===== src/rtl/inst_fetch_ctrl.sv =====
// inst_fetch_ctrl: fetch-stage program counter sequencer.
// Holds the PC at a selectable program base while Start is high, then steps
// through sequential, relative, absolute, call and return operations in RUN.
// Calls and returns use a small hardware return-address stack; overflow or
// underflow sets a sticky error flag that Start or Reset clears.
module inst_fetch_ctrl #(
    parameter int          PC_W       = 11,
    parameter int          OFF_W      = 8,
    parameter int          RAS_DEPTH  = 4,
    parameter int unsigned PROG0_BASE = 0,
    parameter int unsigned PROG1_BASE = 0,
    parameter int unsigned PROG2_BASE = 0,
    parameter int unsigned PROG3_BASE = 0
) (
    input  logic             Clk,
    input  logic             Reset,
    input  logic             Start,
    input  logic [1:0]       ProgSel,
    input  logic             Stall,
    input  logic [2:0]       BrCtl,
    input  logic [OFF_W-1:0] Target,
    output logic [PC_W-1:0]  ProgCtr,
    output logic             Done,
    output logic             RasFull,
    output logic             RasEmpty,
    output logic             RasErr
);

    localparam int CNT_W = $clog2(RAS_DEPTH + 1);
    localparam int IDX_W = (RAS_DEPTH > 1) ? $clog2(RAS_DEPTH) : 1;
    localparam logic [CNT_W-1:0] CNT_MAX  = CNT_W'(RAS_DEPTH);
    localparam logic [CNT_W-1:0] CNT_ZERO = {CNT_W{1'b0}};

    localparam logic [1:0] ST_IDLE = 2'd0;
    localparam logic [1:0] ST_RUN  = 2'd1;
    localparam logic [1:0] ST_HALT = 2'd2;

    localparam logic [2:0] OP_SEQ  = 3'b000;
    localparam logic [2:0] OP_FWD  = 3'b001;
    localparam logic [2:0] OP_BACK = 3'b010;
    localparam logic [2:0] OP_ABS  = 3'b011;
    localparam logic [2:0] OP_CALL = 3'b100;
    localparam logic [2:0] OP_RET  = 3'b101;
    localparam logic [2:0] OP_HALT = 3'b110;

    logic [PC_W-1:0]  pc_q, pc_d;
    logic [1:0]       state_q, state_d;
    logic             armed_q, armed_d;   // Start was seen since entering IDLE
    logic [CNT_W-1:0] cnt_q, cnt_d;
    logic             err_q, err_d;
    logic             done_q, done_d;
    logic [PC_W-1:0]  ras_q [RAS_DEPTH];

    logic             push_s;
    logic [PC_W-1:0]  push_data_s;
    logic [IDX_W-1:0] push_idx_s;
    logic [IDX_W-1:0] top_idx_s;
    logic [PC_W-1:0]  pc_inc_s;
    logic [PC_W-1:0]  tz_s;
    logic [PC_W-1:0]  base_s;
    logic             full_s;
    logic             empty_s;

    assign pc_inc_s   = pc_q + PC_W'(1);
    assign tz_s       = PC_W'(Target);
    assign full_s     = (cnt_q == CNT_MAX);
    assign empty_s    = (cnt_q == CNT_ZERO);
    assign push_idx_s = IDX_W'(cnt_q);
    assign top_idx_s  = IDX_W'(cnt_q - CNT_W'(1));

    // Select the start base for the requested program.
    always_comb begin
        base_s = PC_W'(PROG0_BASE);
        case (ProgSel)
            2'd0:    base_s = PC_W'(PROG0_BASE);
            2'd1:    base_s = PC_W'(PROG1_BASE);
            2'd2:    base_s = PC_W'(PROG2_BASE);
            2'd3:    base_s = PC_W'(PROG3_BASE);
            default: base_s = PC_W'(PROG0_BASE);
        endcase
    end

    // Next-state logic: Start beats Stall, Stall beats the branch op.
    always_comb begin
        pc_d        = pc_q;
        state_d     = state_q;
        armed_d     = armed_q;
        cnt_d       = cnt_q;
        err_d       = err_q;
        push_s      = 1'b0;
        push_data_s = pc_inc_s;
        if (Start) begin
            pc_d    = base_s;
            state_d = ST_IDLE;
            armed_d = 1'b1;
            cnt_d   = CNT_ZERO;
            err_d   = 1'b0;
        end else if (Stall) begin
            pc_d = pc_q;
        end else begin
            case (state_q)
                ST_IDLE: begin
                    if (armed_q) begin
                        state_d = ST_RUN;
                        armed_d = 1'b0;
                    end else begin
                        state_d = ST_IDLE;
                    end
                end
                ST_RUN: begin
                    case (BrCtl)
                        OP_SEQ:  pc_d = pc_inc_s;
                        OP_FWD:  pc_d = pc_q + tz_s;
                        OP_BACK: pc_d = pc_q - tz_s;
                        OP_ABS:  pc_d = tz_s;
                        OP_CALL: begin
                            if (!full_s) begin
                                push_s = 1'b1;
                                cnt_d  = cnt_q + CNT_W'(1);
                                pc_d   = tz_s;
                            end else begin
                                pc_d  = pc_inc_s;
                                err_d = 1'b1;
                            end
                        end
                        OP_RET: begin
                            if (!empty_s) begin
                                pc_d  = ras_q[top_idx_s];
                                cnt_d = cnt_q - CNT_W'(1);
                            end else begin
                                pc_d  = pc_inc_s;
                                err_d = 1'b1;
                            end
                        end
                        OP_HALT: state_d = ST_HALT;
                        default: pc_d = pc_inc_s;   // reserved op behaves as sequential
                    endcase
                end
                ST_HALT: pc_d = pc_q;
                default: state_d = ST_IDLE;          // recover from an illegal encoding
            endcase
        end
        done_d = (state_d == ST_HALT);
    end

    // Control and PC registers with asynchronous clear.
    always_ff @(posedge Clk or posedge Reset) begin
        if (Reset) begin
            pc_q    <= {PC_W{1'b0}};
            state_q <= ST_IDLE;
            armed_q <= 1'b0;
            cnt_q   <= CNT_ZERO;
            err_q   <= 1'b0;
            done_q  <= 1'b0;
        end else begin
            pc_q    <= pc_d;
            state_q <= state_d;
            armed_q <= armed_d;
            cnt_q   <= cnt_d;
            err_q   <= err_d;
            done_q  <= done_d;
        end
    end

    // Return-address storage; only the slot above the current top is written.
    always_ff @(posedge Clk or posedge Reset) begin
        if (Reset) begin
            for (int i = 0; i < RAS_DEPTH; i++) begin
                ras_q[i] <= {PC_W{1'b0}};
            end
        end else if (push_s) begin
            ras_q[push_idx_s] <= push_data_s;
        end else begin
            ras_q <= ras_q;
        end
    end

    assign ProgCtr  = pc_q;
    assign Done     = done_q;
    assign RasErr   = err_q;
    assign RasFull  = full_s;
    assign RasEmpty = empty_s;

endmodule

===== config.mk =====
export PLATFORM = sky130hd
export DESIGN_NAME = inst_fetch_ctrl
export DESIGN_NICKNAME = d
export VERILOG_FILES = /design/src/rtl/inst_fetch_ctrl.sv
export SDC_FILE = /design/constraint.sdc
export NUM_CORES = 1
export LEC_CHECK = 0
export ABC_AREA = 1
export BUFFER_PORTS_ARGS = -buffer_cell sky130_fd_sc_hd__buf_2
export CAP_MARGIN = 20
export CORE_ASPECT_RATIO = 0.5
export CORE_MARGIN = 1.5
export CORE_UTILIZATION = 50
export CTS_BUF_LIST = sky130_fd_sc_hd__clkbuf_4 sky130_fd_sc_hd__clkbuf_8
export CTS_CLUSTER_DIAMETER = 80
export DETAILED_ROUTE_END_ITERATION = 6
export HOLD_SLACK_MARGIN = 0.12
export PLACE_DENSITY_LB_ADDON = 0.1
export SETUP_SLACK_MARGIN = 0.4
export SLEW_MARGIN = 10
export SYNTH_ARGS = -nofsm -noshare
export SYNTH_HDL_FRONTEND = slang
export SYNTH_SLANG_ARGS = --single-unit

===== constraint.sdc =====
create_clock -name Clk -period 2.4 [get_ports Clk]
set_clock_uncertainty 0.1 [all_clocks]
set_input_delay 0.24 -clock Clk [delete_from_list [all_inputs] [get_ports Clk]]
set_output_delay 0.24 -clock Clk [all_outputs]
set_load 0.005 [all_outputs]

Word-level counts from Yosys, hierarchy flattened. Cells that the tools add are included.

Mux-type cells: 38. Divide/modulo/power cells: 0. Shifts and indexed selects: 0. $lt $le $gt $ge: 3. Add/subtract/negate cells: 5. $mul: 0. Eq/ne operators: 19. Bitwise gates (word level): 2. Reduce and logical (&&, ||, !) cells: 12.

Operator list (number): 2-to-1 mux 11 bit (9); one-hot mux 11 bit (6 select lines) (1); bitwise mux 44 bit (1); binary-select mux 11 bit (select 2 bit) (1); demux 11 bit (select 2 bit) (1); 2-to-1 mux 3 bit (5); 2-to-1 mux 1 bit (14); == test 3 bit, second input constant (4); inequality test 3 bit, second input constant (4); adder 11 x 1 -> 11 bit, second input constant (1); adder 11 x 8 -> 11 bit (1); subtractor 11 x 8 -> 11 bit (1); AND reduction 5 bit (2); == test 2 bit, second input constant (4); == test 3 x 2 -> 1 bit, second input constant (2); greater-or-equal comparator 3 bit, second input constant (2); 2-to-1 mux 2 bit (3); inverter 2 -> 3 bit (2); one-hot mux 2 bit (3 select lines) (1); one-hot mux 3 bit (2 select lines) (1); == test 2 x 1 -> 1 bit, second input constant (2); logical NOT 2 bit (2); inequality test 2 bit, second input constant (2); nonzero test 2 bit (2); 11 further kinds (11).

Output and inout bits: 15. Input bits: 17. Memories: 0. Latch bits: 0. Word-level logic and storage cells: 89. RAM bits: 0. Flip-flop bits (word level): 63. Bits in read-only memories: 0.

Depth between registers and ports, before layout.
Depth after elaboration: 10. Depth in mapped cells: 20.

Least setup slack after synthesis. OpenSTA, ideal clock, no wires.

Path kind: input-to-reg. Start point: input BrCtl[2]. End point: register pc_q[3], in the netlist ProgCtr[3]. Setup time: 129 ps. Cell stages on the path: 13. Path buffers: 1. Path slack: 170 ps. Arrival time: 2001 ps. Cells stage by stage: inv_1 -> nand3_2 -> buf_4 -> o21ai_0 -> inv_1 -> ha_1 -> nand3_1 -> nand3_1 -> or2_2 -> nand3_1 -> nand3_1 -> o21ai_0 -> o21ai_0.

Word-level cells in the longest chain between the ends: 5. Elaborated cells between the ends (all ways): 12. Those cells by class: 7 x eq/ne; 4 x mux; 1 x reduce/logical.

Ends and longest elaborated chain: start, declared (RTL line 20) `input logic [2:0] BrCtl,`; == test 3 bit, or another cell as far along (RTL line 111) `case (BrCtl)`; one-hot mux 11 bit (6 select lines) (RTL line 111); 2-to-1 mux 11 bit (RTL line 101) `case (state_q)`; 2-to-1 mux 11 bit (RTL line 98) `end else if (Stall) begin`; 2-to-1 mux 11 bit (RTL line 92) `if (Start) begin`; end signal, assigned (RTL line 149) `pc_q <= {PC_W{1'b0}};`; end signal, assigned (RTL line 156) `pc_q <= pc_d;`; end, declared (RTL line 46) `logic [PC_W-1:0] pc_q, pc_d;`.

Several ways; a longest one is shown, not always the timed one. The select of a mux whose other input is x is not followed. A chain may end at the register's enable or synchronous reset.

Worst setup path after layout.
Start point: input Target[1]. End point: register pc_q[10], in the netlist ProgCtr[10].

Word-level cells in the longest chain between the ends: 5. Elaborated cells between the ends (all ways): 6. Those cells by class: 2 x add/sub; 4 x mux.

Ends and longest elaborated chain: start, declared (RTL line 21) `input logic [OFF_W-1:0] Target,`; subtractor 11 x 8 -> 11 bit / adder 11 x 8 -> 11 bit (equally long branches) (RTL line 114, 113); one-hot mux 11 bit (6 select lines) (*) (RTL line 111); 2-to-1 mux 11 bit (*) (RTL line 101); 2-to-1 mux 11 bit (*) (RTL line 98); 2-to-1 mux 11 bit (*) (RTL line 92).

Every way passes the cells marked *; elsewhere a longest branch is shown, timed or not. The select of a mux whose other input is x is not followed.

==> impl_metrics.py <==
metrics = {
    "die": {
        "die_area_um2": 9198,
        "die_height_um": 68.57,
        "start_util_pct": 52.60,
        "ios": 32,
        "die_w_um": 134.1,
        "rows": 23,
        "coreArea_um2": 8173,
    },
    "route": {
        "drt_iter0_drc": 269,
        "drcViolationCount": 0,
        "wl_per_cell_um": 14.87,
        "vias_per_cell": 5.237,
        "wl_um": 11480,
        "drtPass1Iterations": 4,
        "final_antenna_net_count": 0,
        "vias": 4043,
    },
    "clock_network": {
        "cts_sinks": 63,
        "clock_path_buffers": 2,
        "tritoncts": "built",
        "htree_num_levels": 3,
        "clkTransAtPathRegs_ns": 0.07,
        "worstSkewPairLatency_ns": 0.35,
        "numCtsBuffers": 9,
        "cts-root-buf": "clkbuf_8",
    },
    "timing": {
        "hold_violations": 0,
        "setup_ws_ns": 0.3081,
        "rsz0062_at_grt": "yes",
        "clock.fmax_ghz": 0.4780,
        "period_share_pct": 87.16,
        "slew_headroom_pct": 65.91,
        "maxSlewViolCount": 0,
        "setup_viol": 0,
        "worst_pin_slew_ns": 0.5096,
        "min_period_ns": 2.092,
    },
    "worst_setup_path": {
        "reg2reg_depth": 13,
        "r2r_end": "ProgCtr[8]$_DFFE_PP0P_",
        "crit_path_start_kind": "input pin",
        "timing.rr.start": "ProgCtr[0]$_DFFE_PP0P_",
        "worstPathRequired_ns": 2.55,
        "r2r_slack_ns": 0.42,
        "cp.arrival_ns": 2.24,
        "cp-end-kind": "flip-flop",
        "worst-setup-path-type": "input pin to flip-flop",
        "cp_max_fo": 4,
    },
    "synthesis": {
        "synth_area_leaders": "dfrtp_1 (37%), nand2_1 (18%), inv_1 (5.6%), ha_1 (4.9%), o21ai_0 (4.9%)",
        "ys_seq_area_share_pct": 36.67,
        "syn-cell-area_um2": 4299,
        "yosys_register_bits": 63,
        "synthTopCellsByCount": "nand2_1 (206), inv_1 (64), dfrtp_1 (63), o21ai_0 (42), nand3_1 (36)",
        "async_reset_ff_share_pct": 100.0,
        "netlist_instances": 596,
        "synth_nets": 631,
        "syn_avg_cell_area_um2": 7.213,
        "synth.most_common_cell": "nand2_1",
        "synthDistinctLibCells": 41,
        "synth_edf_count": 0,
        "synth_top_area_share_pct": 36.67,
        "yosys.area.top_type": "dfrtp_1",
        "yosysWarnings": 0,
        "synth-main-ff-cell": "dfrtp_1",
    },
    "worst_hold_path": {
        "hp-start": "Target[0]",
        "worstHoldPathType": "input pin to flip-flop",
        "hold-path-endpoint": "ProgCtr[0]$_DFFE_PP0P_",
        "min_path_cells": 5,
    },
    "power_and_ir_drop": {
        "total_power_mw": 2.542,
        "power_density_nw_per_um2": 494.5,
        "vdd.ir_drop.worst_mv": 0.3015,
        "leakage_nw": 2.776,
    },
    "global_route": {
        "top_usage_layer": "met2",
        "grt_overflow_total": 0,
        "grt_pass1_vias": 3663,
        "grt_max_degree": 36,
        "grtUsageMet1_pct": 37.60,
        "grt_util_met3_pct": 5.848,
        "grtUsageMet2_pct": 41.62,
        "grt_first_pass_wirelength_um": 18230,
        "antenna_found_initial": 0,
        "grt.total_usage_pct": 26.54,
    },
    "layout": {
        "final_area_um2": 5140,
        "nets": 690,
        "area_delta_synth_final_pct": 19.56,
        "filler_cell_count": 759,
        "multiInputGateArea_um2": 2471,
        "drive_gt1_share_pct": 22.42,
        "seqCellArea_um2": 1577,
        "n_antenna_cell": 0,
    },
    "placement": {
        "place_ws_ns": -0.03333,
        "dp_hpwl_um": 8176,
        "routabilityCongestion": 0.8838,
        "numPortBuffers": 29,
        "place_area_um2": 4716,
    },
    "run": {
        "drv_cap": 0,
    },
    "status": {
        "status": "finished, final reports clean",
    },
}
==> metrics by stage <==
| stage | TNS [ns] | hold slack [ns] | instances | utilization, % |
|---|---|---|---|---|
| floorplan | 0 | 0.2031 | 596 | - |
| global placement | 0 | 0.1398 | 744 | 57.70 |
| detailed placement | -0.04298 | 0.1381 | 744 | 57.70 |
| CTS | 0 | 0.1475 | 763 | 60.81 |
| global route | 0 | 0.1687 | 772 | 62.89 |
| finish | 0 | 0.1395 | 772 | 62.89 |
==> final cells by class <==
type	instances	area share (%)
Clock inverter	2	0.7303
Multi-Input combinational cell	447	48.08
Sequential cell	63	30.67
Tap cell	112	2.726
Clock buffer	14	3.505
Timing Repair Buffer	59	8.057
Timing Repair inverter	1	0.09737
Inverter	74	6.134
==> worst max path at each step <==
stage	depth (start not counted)	end	slack (ns)	start
5_1_grt	20	ProgCtr[10]$_DFFE_PP0P_	0.15	Target[1]
3_5_place_dp	20	ProgCtr[10]$_DFFE_PP0P_	-0.03	Target[1]
3_3_place_gp	19	ProgCtr[10]$_DFFE_PP0P_	0.01	BrCtl[2]
4_1_cts	10	ProgCtr[5]$_DFFE_PP0P_	0.36	cnt_q[1]$_DFFE_PP0P_
6_report	18	ProgCtr[10]$_DFFE_PP0P_	0.31	Target[1]
2_1_floorplan	15	ProgCtr[7]$_DFFE_PP0P_	0.28	BrCtl[2]
==> critical path: stages <==
cell	delay, ns
buf_8	0.08
inv_4	0.04
ha_4	0.16
inv_4	0.06
nor3_4	0.04
or2_1	0.24
xor2_1	0.16
ha_1	0.38
nand2_2	0.10
buf_4	0.14
nor2_1	0.08
nand3_1	0.10
nand3_1	0.09
nand2_1	0.06
nand3_2	0.08
nand3_2	0.07
nand2_1	0.06
nand2_1	0.05
==> logic make-up after synthesis <==
logic type               after synthesis  synth area share [%]
AO/OA/AOI/OAI                         94                 12.28
XOR/XNOR                              13                 2.823
adder cells (fa/ha/maj)               18                 5.413
buffers and inverters                 87                 8.818
flip-flops                            63                 36.67
AND/OR/NAND/NOR                      321                 33.99
==> power by group <==
part / total, mW / internal, mW / switching, mW
Clock: 1.00 / 0.589 / 0.413
Sequential: 1.10 / 1.09 / 0.0164
Combinational: 0.437 / 0.167 / 0.269
==> flip-flops by register name, indices dropped and copies added (netlist names) <==
signal   count
state_q      2
cnt_q        3
ProgCtr     11
armed_q      1
Done         1
ras_q       44
RasErr       1
==> timing repair <==
item / in CTS / in global routing
hold buffers: 3 / 0
hold endpoints to repair: 51 / 0
cloned: 0 / 2
resized for setup: 1 / 29
setup endpoints to repair: 4 / 15
buffers inserted: 0 / 7
pin swaps: 1 / 17
==> cell usage in the layout (no fill, tap or decap), drive strengths merged <==
| cell | netlist | layout |
|---|---|---|
| a21o | 1 | 1 |
| a21oi | 22 | 22 |
| and2 | 1 | 1 |
| buf | 11 | 56 |
| bufinv | 0 | 1 |
| clkbuf | 2 | 14 |
| clkinv | 6 | 5 |
| clkinvlp | 0 | 3 |
| dfrtp | 63 | 63 |
| dlygate4sd3 | 0 | 3 |
| fa | 1 | 1 |
| ha | 17 | 17 |
| inv | 68 | 68 |
| nand2 | 217 | 217 |
| nand3 | 39 | 40 |
| nand3b | 6 | 6 |
| nand4 | 9 | 9 |
| nor2 | 40 | 40 |
| nor3 | 3 | 3 |
| nor4 | 1 | 1 |
| o2111ai | 1 | 1 |
| o211ai | 3 | 3 |
| o21ai | 63 | 63 |
| o22ai | 3 | 3 |
| o31ai | 1 | 1 |
| or2 | 5 | 5 |
| xnor2 | 1 | 1 |
| xor2 | 12 | 12 |
==> routing by layer <==
layer	wire, um	part of all wire (%)	up-vias
met5	0	0	-
li1	-	-	2032
met3	974	8.5	9
met2	4783	42	120
met4	108	0.94	0
met1	5616	49	1882
Power figures use the tool's default switching activity.
